<file path="src/rtl/fa_serial_ctrl_if.sv">
// Operand/result handshake bundle for the bit-serial add sequencer.
// The master is the operand source and result consumer. The slave is the sequencer.
interface fa_serial_ctrl_if #(
  parameter int WIDTH = 8
);
  logic             in_valid;
  logic             in_ready;
  logic [WIDTH-1:0] a_in;
  logic [WIDTH-1:0] b_in;
  logic             cin_in;
  logic             out_valid;
  logic             out_ready;
  logic [WIDTH-1:0] sum_out;
  logic             cout_out;

  modport master (
    output in_valid, a_in, b_in, cin_in, out_ready,
    input  in_ready, out_valid, sum_out, cout_out
  );

  modport slave (
    input  in_valid, a_in, b_in, cin_in, out_ready,
    output in_ready, out_valid, sum_out, cout_out
  );
endinterface

</file>
<file path="src/rtl/fa_serial_ctrl.sv">
// Bit-serial adder sequencer: feeds one external full adder LSB first for WIDTH cycles.
// The carry is held in a flip-flop between bit positions.
module fa_serial_ctrl #(
  parameter int WIDTH = 8
) (
  input  logic               clk,
  input  logic               rst,
  fa_serial_ctrl_if.slave    bus,
  output logic               busy,
  output logic               fa_a,
  output logic               fa_b,
  output logic               fa_cin,
  input  logic               fa_sum,
  input  logic               fa_cout
);
  localparam int CW = (WIDTH > 1) ? $clog2(WIDTH) : 1;
  localparam logic [CW-1:0] LAST = CW'(WIDTH - 1);

  typedef enum logic [1:0] {IDLE, RUN, DONE} state_t;

  state_t           state;
  logic [WIDTH-1:0] a_sh;
  logic [WIDTH-1:0] b_sh;
  logic [WIDTH-1:0] sum_sh;
  logic [WIDTH-1:0] sum_reg;
  logic             cout_reg;
  logic             carry;
  logic [CW-1:0]    cnt;
  logic [WIDTH-1:0] sum_next;

  // The new sum bit enters at the MSB, so after WIDTH shifts bit 0 lands at the LSB.
  assign sum_next = WIDTH'({fa_sum, sum_sh} >> 1);

  assign busy          = (state == RUN);
  assign fa_a          = busy & a_sh[0];
  assign fa_b          = busy & b_sh[0];
  assign fa_cin        = busy & carry;
  assign bus.in_ready  = (state == IDLE) | ((state == DONE) & bus.out_ready);
  assign bus.out_valid = (state == DONE);
  assign bus.sum_out   = sum_reg;
  assign bus.cout_out  = cout_reg;

  always_ff @(posedge clk) begin
    if (rst) begin
      state    <= IDLE;
      a_sh     <= '0;
      b_sh     <= '0;
      sum_sh   <= '0;
      sum_reg  <= '0;
      cout_reg <= 1'b0;
      carry    <= 1'b0;
      cnt      <= '0;
    end else begin
      case (state)
        IDLE: begin
          if (bus.in_valid) begin
            a_sh  <= bus.a_in;
            b_sh  <= bus.b_in;
            carry <= bus.cin_in;
            cnt   <= '0;
            state <= RUN;
          end
        end
        RUN: begin
          sum_sh <= sum_next;
          a_sh   <= a_sh >> 1;
          b_sh   <= b_sh >> 1;
          carry  <= fa_cout;
          cnt    <= cnt + 1'b1;
          if (cnt == LAST) begin
            sum_reg  <= sum_next;
            cout_reg <= fa_cout;
            state    <= DONE;
          end
        end
        DONE: begin
          // A result handshake and a new accept may happen on the same edge.
          if (bus.out_ready) begin
            if (bus.in_valid) begin
              a_sh  <= bus.a_in;
              b_sh  <= bus.b_in;
              carry <= bus.cin_in;
              cnt   <= '0;
              state <= RUN;
            end else begin
              state <= IDLE;
            end
          end
        end
        default: state <= IDLE;
      endcase
    end
  end
endmodule

</file>
<file path="src/flat_wrapper.sv">
// flat-port wrapper written by rule: the top's interface ports become plain ports
module fa_serial_ctrl_flat 
#(
  parameter int WIDTH = 8
)
  (clk, rst, busy, fa_a, fa_b, fa_cin, fa_sum, fa_cout, bus_in_valid, bus_a_in, bus_b_in, bus_cin_in, bus_out_ready, bus_in_ready, bus_out_valid, bus_sum_out, bus_cout_out);
  fa_serial_ctrl_if #(.WIDTH(WIDTH)) bus_i ();
  input  logic clk;
  input  logic rst;
  output logic busy;
  output logic fa_a;
  output logic fa_b;
  output logic fa_cin;
  input  logic fa_sum;
  input  logic fa_cout;
  input wire logic [$bits(bus_i.in_valid)-1:0] bus_in_valid;
  input wire logic [$bits(bus_i.a_in)-1:0] bus_a_in;
  input wire logic [$bits(bus_i.b_in)-1:0] bus_b_in;
  input wire logic [$bits(bus_i.cin_in)-1:0] bus_cin_in;
  input wire logic [$bits(bus_i.out_ready)-1:0] bus_out_ready;
  output wire logic [$bits(bus_i.in_ready)-1:0] bus_in_ready;
  output wire logic [$bits(bus_i.out_valid)-1:0] bus_out_valid;
  output wire logic [$bits(bus_i.sum_out)-1:0] bus_sum_out;
  output wire logic [$bits(bus_i.cout_out)-1:0] bus_cout_out;
  assign bus_i.in_valid = bus_in_valid;
  assign bus_i.a_in = bus_a_in;
  assign bus_i.b_in = bus_b_in;
  assign bus_i.cin_in = bus_cin_in;
  assign bus_i.out_ready = bus_out_ready;
  assign bus_in_ready = bus_i.in_ready;
  assign bus_out_valid = bus_i.out_valid;
  assign bus_sum_out = bus_i.sum_out;
  assign bus_cout_out = bus_i.cout_out;
  fa_serial_ctrl #(.WIDTH(WIDTH)) u_core (.clk(clk), .rst(rst), .bus(bus_i), .busy(busy), .fa_a(fa_a), .fa_b(fa_b), .fa_cin(fa_cin), .fa_sum(fa_sum), .fa_cout(fa_cout));
endmodule
</file>
<file path="config.mk">
export PLATFORM = sky130hd
export DESIGN_NAME = fa_serial_ctrl_flat
export DESIGN_NICKNAME = d
export VERILOG_FILES = /design/src/rtl/fa_serial_ctrl_if.sv /design/src/rtl/fa_serial_ctrl.sv /design/src/flat_wrapper.sv
export SDC_FILE = /design/constraint.sdc
export NUM_CORES = 1
export LEC_CHECK = 0
export ABC_AREA = 0
export BUFFER_PORTS_ARGS = -buffer_cell sky130_fd_sc_hd__buf_2
export CAP_MARGIN = 20
export CORE_ASPECT_RATIO = 0.6
export CORE_MARGIN = 3
export CORE_UTILIZATION = 45
export DETAILED_ROUTE_END_ITERATION = 16
export PLACE_DENSITY = 0.68
export SLEW_MARGIN = 10
export SYNTH_ARGS = -nofsm -noshare
export SYNTH_HDL_FRONTEND = slang
export SYNTH_SLANG_ARGS = --single-unit
</file>
<file path="constraint.sdc">
create_clock -name clk -period 1.6 [get_ports clk]
set_input_delay 0.32 -clock clk [delete_from_list [all_inputs] [get_ports clk]]
set_output_delay 0.32 -clock clk [all_outputs]
set_load 0.05 [all_outputs]
</file>
==> impl_metrics.ini <==
[outcome]
status = finished clean

[synthesis]
synth-seq-cells = 38
yosysWarnings = 0
synthDistinctLibCells = 27
syn_inst = 231
synth_area_sq_um = 1820
synth-seq-area-share_pct = 41.8
syn-num-nets = 256
syn_avg_cell_area_sq_um = 7.88

[floorplanning]
core.rowCount = 17
fp.dieH_microns = 55.3
die-area_sq_um = 4870
start_util_pct = 48.1
die_w_microns = 88.1
core_area_sq_um = 3790
ios = 38

[timing]
slew_violations = 0
setup_tns_ns = 0
hold_viol = 0
max_slew.worst_pin.slew_ns = 0.464
min_period_over_period_pct = 96.9
hold_slack_ns = 0.284
timing.fmax_mhz = 645
setup_violations = 0
period_needed_ns = 1.55
skew_ns = 0.00521
final.setup.worst_slack_ns = 0.0491
slew_headroom_pct = 69.1

[placement]
place.gp.congestion = 0.744
io_buffers = 37
pre_cts_ws_ns = 0.186
dpl_cell_area_sq_um = 2080
hpwl_mm = 2.86

[grt]
antenna_found_initial = 0
grt_pass1_vias = 1569
grt.total_usage_pct = 18.2
grt_max_degree = 35
grt_pass1_wl_mm = 7.07
grt_overflow = 0

[setup_path]
slowest_delay_ns = 0.34
cp.arrival_ns = 1.23
path_cells = buf_6 > nor2b_4 > nor2_2 > buf_2
worstSetupPathType = flip-flop to output pin
endpoint_kind = output pin
worstPathBufferInverterCount = 2
crit_fanout = 13
critical-path-top-delay-family = buffers and inverters
critPathSlowestCell = dfxtp_2
cp.required_ns = 1.28
start_kind = flip-flop

[clock_tree]
cts_made_buffers = 5
tritoncts = done
clock_sinks = 38
worstSkewPairLatency_ns = 0.29
htree_levels = 2
cts.path.max_buffers = 2
clock-root-buffer = clkbuf_8
cts.clk_slew.worst_paths_ns = 0.08
hold_buffers = 0

[final_layout]
layout.nets = 295
stdcell_area_sq_um = 2220
synthToLayoutAreaGrowth_pct = 21.9
num_antenna_cells = 0
drive_above_1_share_pct = 26.2

[power]
power.switching_w = 0.000591
vdd_drop_max_mv = 0.457
combinationalPowerShare_pct = 17.5
clock_power_share_pct = 33.0
seqPwrFrac_pct = 49.4
internal_power_w = 0.00150
p_leak_nw = 0.906
swShare_pct = 28.3
p_per_area_nw_per_um2 = 941

[drt]
via_count = 1719
ant_nets = 0
dr.first_iter.drc_count = 81
firstDrtPassIters = 4
via_per_inst = 5.41
wirelength_mm = 4.29
drc = 0
routedWlPerCell_microns = 13.5

[min_path]
hold_path.class = primary input to flip-flop

[job]
drv_cap = 0
## cell type report
type	count	area [sq um]
multi-input cells	155	896
clock buffers	7	86.3
well taps	47	58.8
fillers	366	1570
repair buffers	53	345
flip-flops and latches	38	763
inverters	17	65.1
clock inverters	1	5.00
## cell usage in the layout (no fill, tap or decap), types with 2 or more instances in the layout
master and n:
clkinv_2 2, inv_1 16, nand2b_1 4, dfxtp_2 2, o31ai_1 2, ha_1 2
clkbuf_8 6, a31oi_1 15, buf_2 34, dfxtp_1 36, a21oi_1 22, o311ai_0 3
buf_4 14, nand3_1 9, nor2_2 4, or4b_1 2, buf_6 2, buf_12 2
nor3_1 15, a311o_1 15, nand2_1 55
## metal layers
layer / global-route usage, % / vias to the layer above / wire length (microns)
met3: 4.47 / 2 / 228
li1: - / 887 / -
met2: 25.6 / 42 / 1860
met5: 0 / - / 0
met4: 5.39 / 0 / 17
met1: 27.3 / 788 / 2180
## power groups by stage
stage	sequential (W)	clock (W)	combinational (W)
floorplan	0.00104	0	0.000254
global placement	0.00105	0	0.000352
detailed placement	0.00105	0	0.000358
CTS	0.00103	0.000703	0.000367
global route	0.00104	0.000748	0.000406
finish	0.00103	0.000689	0.000366
## stage by stage
stage | std cells | util, % | power, W
2_1_floorplan | 231 | - | 0.00130
3_3_place_gp | 307 | 55.1 | 0.00140
3_5_place_dp | 307 | 55.1 | 0.00141
4_1_cts | 318 | 58.4 | 0.00210
5_1_grt | 318 | 58.6 | 0.00219
6_report | 318 | 58.6 | 0.00209
## cell families (layout without fill, tap and decap cells)
group,after synthesis,after routing,share of synthesized area [%]
and+or+nand+nor,94,94,23.7
adders and majority gates,2,2,1.37
buffers and inverters,38,78,9.69
DFF,38,38,41.8
AOI/OAI and AO/OA,59,59,23.4
## synth_stat cells (all sizes together)
| master | count | area [sq um] |
|---|---|---|
| a31oi | 15 | 93.8 |
| clkbuf | 5 | 20.0 |
| dfxtp | 38 | 761 |
| ha | 2 | 25.0 |
| clkinv | 1 | 3.75 |
| or4b | 2 | 20.0 |
| a21oi | 22 | 110 |
| nor2b | 2 | 20.0 |
| buf | 16 | 92.6 |
| nand2b | 5 | 38.8 |
| o311ai | 3 | 26.3 |
| nor3 | 15 | 75.1 |
| nand3b | 1 | 7.51 |
| a311o | 15 | 150 |
| nor2 | 5 | 18.8 |
| nand3 | 9 | 45.0 |
| nand2 | 55 | 206 |
| o31ai | 3 | 36.3 |
| o32a | 1 | 10.0 |
| inv | 16 | 60.1 |
## final timing paths
| path | from | end | slack (ns) | depth (start not counted) |
|---|---|---|---|---|
| max | u_core.state[1] | bus_in_ready | 0.05 | 4 |
| min | bus_a_in[4] | u_core.a_sh[4] | 0.28 | 3 |
| max reg2reg | u_core.state[1] | u_core.a_sh[7] | 0.15 | 5 |
| min reg2reg | u_core.bus.cout_out | u_core.bus.cout_out | 0.45 | 2 |
## timing repair
item,4_1_cts,5_1_grt
cloned,0,0
resized for setup,5,4
setup endpoints to repair,6,5
setup buffers,3,0
## sequential cells by signal, summed over array words and instances (netlist names)
| register | flops |
|---|---|
| u_core.bus.sum_out | 8 |
| u_core.carry | 1 |
| u_core.cnt | 3 |
| u_core.state | 2 |
| u_core.sum_sh | 7 |
| u_core.bus.cout_out | 1 |
| u_core.a_sh | 8 |
| u_core.b_sh | 8 |
## worst reg2reg max path, stage by stage (launching register included)
cell and delay [ns]:
dfxtp_2 0.34, buf_6 0.14, nor2b_4 0.14, buf_4 0.16, or4b_1 0.47, a21oi_1 0.13
Power figures use the tool's default switching activity.
